--- src/rtl/fnm_product_resolve.sv ---
// FNMADD product resolve: 2-stage split CPA on the multiplier's carry-save pair,
// then negate/extend/magnitude. Define FNM_PRODUCT_LZC_EN to add the lzc_o output.
module fnm_product_resolve #(
   parameter int IN_WIDTH   = 18,
   parameter int PROD_WIDTH = 16,
   parameter int LZC_WIDTH  = 5
) (
   input  logic                  clk,
   input  logic                  rst,
   input  logic                  in_valid_i,
   output logic                  in_ready_o,
   input  logic [IN_WIDTH-1:0]   sum_i,
   input  logic [IN_WIDTH-1:0]   carry_i,
   input  logic                  tc_i,
   input  logic                  neg_i,
   output logic                  out_valid_o,
   input  logic                  out_ready_i,
   output logic [PROD_WIDTH:0]   res_o,
   output logic                  sign_o,
   output logic [PROD_WIDTH-1:0] mag_o
`ifdef FNM_PRODUCT_LZC_EN
   ,
   output logic [LZC_WIDTH-1:0]  lzc_o
`endif
);

   localparam int H = PROD_WIDTH / 2;
   localparam int U = PROD_WIDTH - H;
   localparam logic [PROD_WIDTH:0] ONE = 1;

   logic s2_adv, in_rdy, accept;
   logic c1_n;
   logic [H-1:0] lo_n;

   logic s1_valid_q, s1_valid_d;
   logic [H-1:0] s1_lo_q, s1_lo_d;
   logic s1_c1_q, s1_c1_d;
   logic [U-1:0] s1_ah_q, s1_ah_d;
   logic [U-1:0] s1_bh_q, s1_bh_d;
   logic s1_tc_q, s1_tc_d;
   logic s1_neg_q, s1_neg_d;

   logic [U-1:0] hi_n;
   logic [PROD_WIDTH-1:0] prod_n;
   logic [PROD_WIDTH:0] ext_n, res_n, mag_full_n;
   logic [PROD_WIDTH-1:0] mag_n;

   logic out_valid_q, out_valid_d;
   logic [PROD_WIDTH:0] res_q, res_d;
   logic [PROD_WIDTH-1:0] mag_q, mag_d;

   logic unused_hi;
   assign unused_hi = ^{sum_i[IN_WIDTH-1:PROD_WIDTH],
                        carry_i[IN_WIDTH-1:PROD_WIDTH]};

   always_comb begin
      s2_adv = !out_valid_q | out_ready_i;
      in_rdy = !s1_valid_q | s2_adv;
      accept = in_valid_i & in_rdy;

      {c1_n, lo_n} = {1'b0, sum_i[H-1:0]} + {1'b0, carry_i[H-1:0]};

      s1_valid_d = s1_valid_q;
      s1_lo_d    = s1_lo_q;
      s1_c1_d    = s1_c1_q;
      s1_ah_d    = s1_ah_q;
      s1_bh_d    = s1_bh_q;
      s1_tc_d    = s1_tc_q;
      s1_neg_d   = s1_neg_q;
      if (in_rdy) s1_valid_d = in_valid_i;
      if (accept) begin
         s1_lo_d  = lo_n;
         s1_c1_d  = c1_n;
         s1_ah_d  = sum_i[PROD_WIDTH-1:H];
         s1_bh_d  = carry_i[PROD_WIDTH-1:H];
         s1_tc_d  = tc_i;
         s1_neg_d = neg_i;
      end
   end

   // Stage 2: finish the carry chain, then extend/negate/abs.
   always_comb begin
      hi_n   = s1_ah_q + s1_bh_q + U'(s1_c1_q);
      prod_n = {hi_n, s1_lo_q};
      ext_n  = s1_tc_q ? {prod_n[PROD_WIDTH-1], prod_n}
                       : {1'b0, prod_n};
      res_n  = s1_neg_q ? (~ext_n + ONE) : ext_n;
      mag_full_n = res_n[PROD_WIDTH] ? (~res_n + ONE) : res_n;
      mag_n  = mag_full_n[PROD_WIDTH-1:0];

      out_valid_d = out_valid_q;
      res_d       = res_q;
      mag_d       = mag_q;
      if (s2_adv) begin
         out_valid_d = s1_valid_q;
         if (s1_valid_q) begin
            res_d = res_n;
            mag_d = mag_n;
         end
      end
   end

   always_ff @(posedge clk) begin
      if (rst) begin
         s1_valid_q  <= 1'b0;
         s1_lo_q     <= '0;
         s1_c1_q     <= 1'b0;
         s1_ah_q     <= '0;
         s1_bh_q     <= '0;
         s1_tc_q     <= 1'b0;
         s1_neg_q    <= 1'b0;
         out_valid_q <= 1'b0;
         res_q       <= '0;
         mag_q       <= '0;
      end else begin
         s1_valid_q  <= s1_valid_d;
         s1_lo_q     <= s1_lo_d;
         s1_c1_q     <= s1_c1_d;
         s1_ah_q     <= s1_ah_d;
         s1_bh_q     <= s1_bh_d;
         s1_tc_q     <= s1_tc_d;
         s1_neg_q    <= s1_neg_d;
         out_valid_q <= out_valid_d;
         res_q       <= res_d;
         mag_q       <= mag_d;
      end
   end

`ifdef FNM_PRODUCT_LZC_EN
   logic [LZC_WIDTH-1:0] lzc_n, lzc_q, lzc_d;

   // Upward scan: the highest set bit is the last one to write lzc_n.
   always_comb begin
      lzc_n = LZC_WIDTH'(PROD_WIDTH);
      for (int i = 0; i < PROD_WIDTH; i++) begin
         if (mag_n[i]) lzc_n = LZC_WIDTH'(PROD_WIDTH - 1 - i);
      end
      lzc_d = lzc_q;
      if (s2_adv && s1_valid_q) lzc_d = lzc_n;
   end

   always_ff @(posedge clk) begin
      if (rst) lzc_q <= '0;
      else     lzc_q <= lzc_d;
   end

   assign lzc_o = lzc_q;
`endif

   assign in_ready_o  = in_rdy;
   assign out_valid_o = out_valid_q;
   assign res_o       = res_q;
   assign sign_o      = res_q[PROD_WIDTH];
   assign mag_o       = mag_q;

endmodule

--- config.mk ---
export PLATFORM = sky130hd
export DESIGN_NAME = fnm_product_resolve
export DESIGN_NICKNAME = d
export VERILOG_FILES = /design/src/rtl/fnm_product_resolve.sv
export SDC_FILE = /design/constraint.sdc
export NUM_CORES = 1
export LEC_CHECK = 0
export ABC_CLOCK_PERIOD_IN_PS = 3990
export CAP_MARGIN = 20
export CORE_ASPECT_RATIO = 1.5
export CORE_MARGIN = 3
export CORE_UTILIZATION = 45
export CTS_BUF_LIST = sky130_fd_sc_hd__clkbuf_4
export CTS_CLUSTER_SIZE = 28
export DETAILED_ROUTE_END_ITERATION = 10
export GPL_TIMING_DRIVEN = 0
export HOLD_SLACK_MARGIN = 0.05
export PLACE_DENSITY = 0.78
export SYNTH_ARGS = -nofsm -noshare
export SYNTH_HDL_FRONTEND = slang
export SYNTH_SLANG_ARGS = --single-unit
--- constraint.sdc ---
create_clock -name clk -period 3.99 [get_ports clk]
set_clock_uncertainty 0.1 [all_clocks]
set_input_delay 0.798 -clock clk [delete_from_list [all_inputs] [get_ports clk]]
set_output_delay 0.798 -clock clk [all_outputs]
set_load 0.02 [all_outputs]
==> impl_metrics.ini <==
[status]
status = finished clean

[critical_path]
r2r_setup_slack_ns = 0.58
crit_path_end = mag_o[6]$_SDFFE_PP0P_
r2r_end = mag_o[6]$_SDFFE_PP0P_
worstPathArrival_ns = 3.66
r2r-start = s1_c1_q$_SDFFE_PP0P_
critPathLaunchType = flip-flop
critPathLaunch = s1_c1_q$_SDFFE_PP0P_
reg2reg_depth = 12
cp-end-kind = flip-flop
critPathKind = flip-flop to flip-flop
cp.required_ns = 4.24
critical_path_peak_fanout = 10

[floorplan]
die_y_um = 116
fp.dieW_um = 79.4
core_um2 = 7760
placementRows = 39
boundaryPins = 78
start_util = 0.469
die-area_um2 = 9220

[place]
hpwl_um = 6740
numPortBuffers = 72
gp_congestion = 0.826
placed_cells = 612
pre_cts_slack_ns = 0.615

[route]
antenna_left = 0
route.detailed.drc = 0
routedWlPerCell_um = 13.4
drt_iter0_markers = 140
vias = 3325
avgViaCountPerCell = 5.30
drt-pass1-iter-count = 7
wirelength_um = 8420

[layout]
fillers = 731
final_nets = 582
layout_common_cells = clkdlybuf4s50_1, dfxtp_1, nand2_1
area_growth_pct = 25.9
instances_no_fill = 627
final_common_cell = clkdlybuf4s50_1
drive_above_1_share = 0.0821

[clocking]
clk_pin_slew_worst_paths_ns = 0.09
cts_made_buffers = 9
cts.htree.levels = 3
cts_root_buf = clkbuf_4
insertion_delay_ns = 0.42
cts_buffer_depth = 2
cts_setup_buffers = 0
cts_tree = built
cts_hold_buf = 0
clock_sinks = 61
cts_resized = 0

[yosys]
yosysWarnings = 0
syn-cell-area_um2 = 3640
yosysSeqAreaShare = 0.336
async_reset_ff_frac = 0
ys_seq_elements = 61
ys_types = 65
synth-edff-count = 0
synthCells = 438
synth_nets = 499
synth-main-ff-cell = dfxtp_1
postSynthAreaPerCell_um2 = 8.31

[sta]
relSlewSlack = 0.601
fin_ws_ns = 0.579
fin_hold_ws_ns = 0.362
setup_tns_ns = 0
post-route-period-util = 0.855
fmax_mhz = 293
finalMaxSlewViolations = 0
rsz0062_at_grt = no
hold_violations = 0
report.final.setup_viol = 0
period_minus_slack_ns = 3.41
worst_pin_slew_ns = 0.594

[global_route]
grt_overflow = 0
grt_max_degree = 11
antenna_found_initial = 0
grt_pass1_wl_um = 14200
track_usage = 0.194
grt_pass1_vias = 3227

[min_path]
hold_class = flip-flop to flip-flop

[flow_run]
cap_violations = 0

[power]
power.leakage_nw = 1.71
power_density_nw_per_um2 = 338
vdd_drop_max_v = 0.000188
how the worst min path moves through the flow:
stage | depth (start not counted) | slack (ns) | start | endpoint
3_5_place_dp | 2 | 0.36 | s1_ah_q[4]$_SDFFE_PP0P_ | s1_ah_q[4]$_SDFFE_PP0P_
3_3_place_gp | 2 | 0.35 | mag_o[1]$_SDFFE_PP0P_ | mag_o[1]$_SDFFE_PP0P_
5_1_grt | 2 | 0.40 | s1_ah_q[6]$_SDFFE_PP0P_ | s1_ah_q[6]$_SDFFE_PP0P_
6_report | 2 | 0.36 | s1_ah_q[4]$_SDFFE_PP0P_ | s1_ah_q[4]$_SDFFE_PP0P_
2_1_floorplan | 2 | 0.34 | s1_bh_q[2]$_SDFFE_PP0P_ | s1_bh_q[2]$_SDFFE_PP0P_
4_1_cts | 2 | 0.37 | s1_ah_q[4]$_SDFFE_PP0P_ | s1_ah_q[4]$_SDFFE_PP0P_
cell usage after synthesis, types with 11 or more instances:
cell | count | share of area
nand3b_1 | 14 | 0.029
xor2_1 | 14 | 0.034
ha_1 | 16 | 0.055
dfxtp_1 | 61 | 0.34
a211oi_1 | 18 | 0.037
xnor2_1 | 12 | 0.029
clkbuf_1 | 20 | 0.021
nor3_1 | 11 | 0.015
nand2_1 | 55 | 0.057
o21ai_0 | 18 | 0.025
a21oi_1 | 39 | 0.054
nor2_1 | 46 | 0.047
inv_1 | 11 | 0.011
cells by family (layout without fill, tap and decap cells):
| logic type | Yosys count | count (layout) | share of synthesized area |
|---|---|---|---|
| adders and majority gates | 19 | 19 | 0.0715 |
| AOI/OAI and AO/OA | 115 | 115 | 0.211 |
| and+or+nand+nor | 170 | 170 | 0.242 |
| muxes | 1 | 1 | 0.00275 |
| other | 0 | 1 | 0 |
| xor gates and xnor gates | 30 | 30 | 0.0867 |
| DFF | 61 | 61 | 0.336 |
| buffers and inverters | 42 | 128 | 0.0509 |
critical path: stages (launching register included):
cell and delay [ns]:
dfxtp_1 0.34, fa_1 0.48, fa_1 0.44, a211oi_2 0.37, nor4b_1 0.10, nand4b_1 0.29, nor4_1 0.34, o31a_1 0.17
buf_4 0.17, buf_4 0.18, a21oi_1 0.06, xor2_1 0.17, o21ai_0 0.13
registers in the layout, summed over array words and instances (netlist names):
name,count
mag_o,15
out_valid_o,1
res_o,17
s1_ah_q,8
s1_bh_q,8
s1_c1_q,1
s1_lo_q,8
s1_neg_q,1
s1_tc_q,1
s1_valid_q,1
per-layer routing:
metal | GRT usage | wire (um) | vias up
met1 | 0.206 | 3430 | 1521
met3 | 0.0424 | 348 | 16
met5 | 0 | 0 | -
met2 | 0.356 | 4450 | 83
li1 | - | - | 1705
met4 | 0.0963 | 195 | 0
layout make-up:
cell class | count | area [um^2] | area share
antenna | 1 | 2.50 | 0.000546
buffer | 31 | 144 | 0.0314
clock buffer | 10 | 75.1 | 0.0164
clock inverter | 4 | 17.5 | 0.00382
inverter | 11 | 41.3 | 0.00901
multi-input combinational | 335 | 2230 | 0.487
sequential | 61 | 1220 | 0.267
tap | 102 | 128 | 0.0279
timing repair buffer | 72 | 721 | 0.157
metrics by stage:
step | instance area, um^2 | utilization | total power, mW
after floorplan | 3640 | - | 1.06
after global placement | 4490 | 0.578 | 1.22
after detailed placement | 4490 | 0.578 | 1.23
after CTS | 4580 | 0.590 | 1.56
after global routing | 4580 | 0.590 | 1.64
final | 4580 | 0.591 | 1.55
power breakdown:
part / internal, mW / total (mW) / switching (mW)
registers: 0.654 / 0.684 / 0.0308
logic: 0.240 / 0.535 / 0.295
clock network: 0.122 / 0.330 / 0.208
Power figures use the tool's default switching activity.
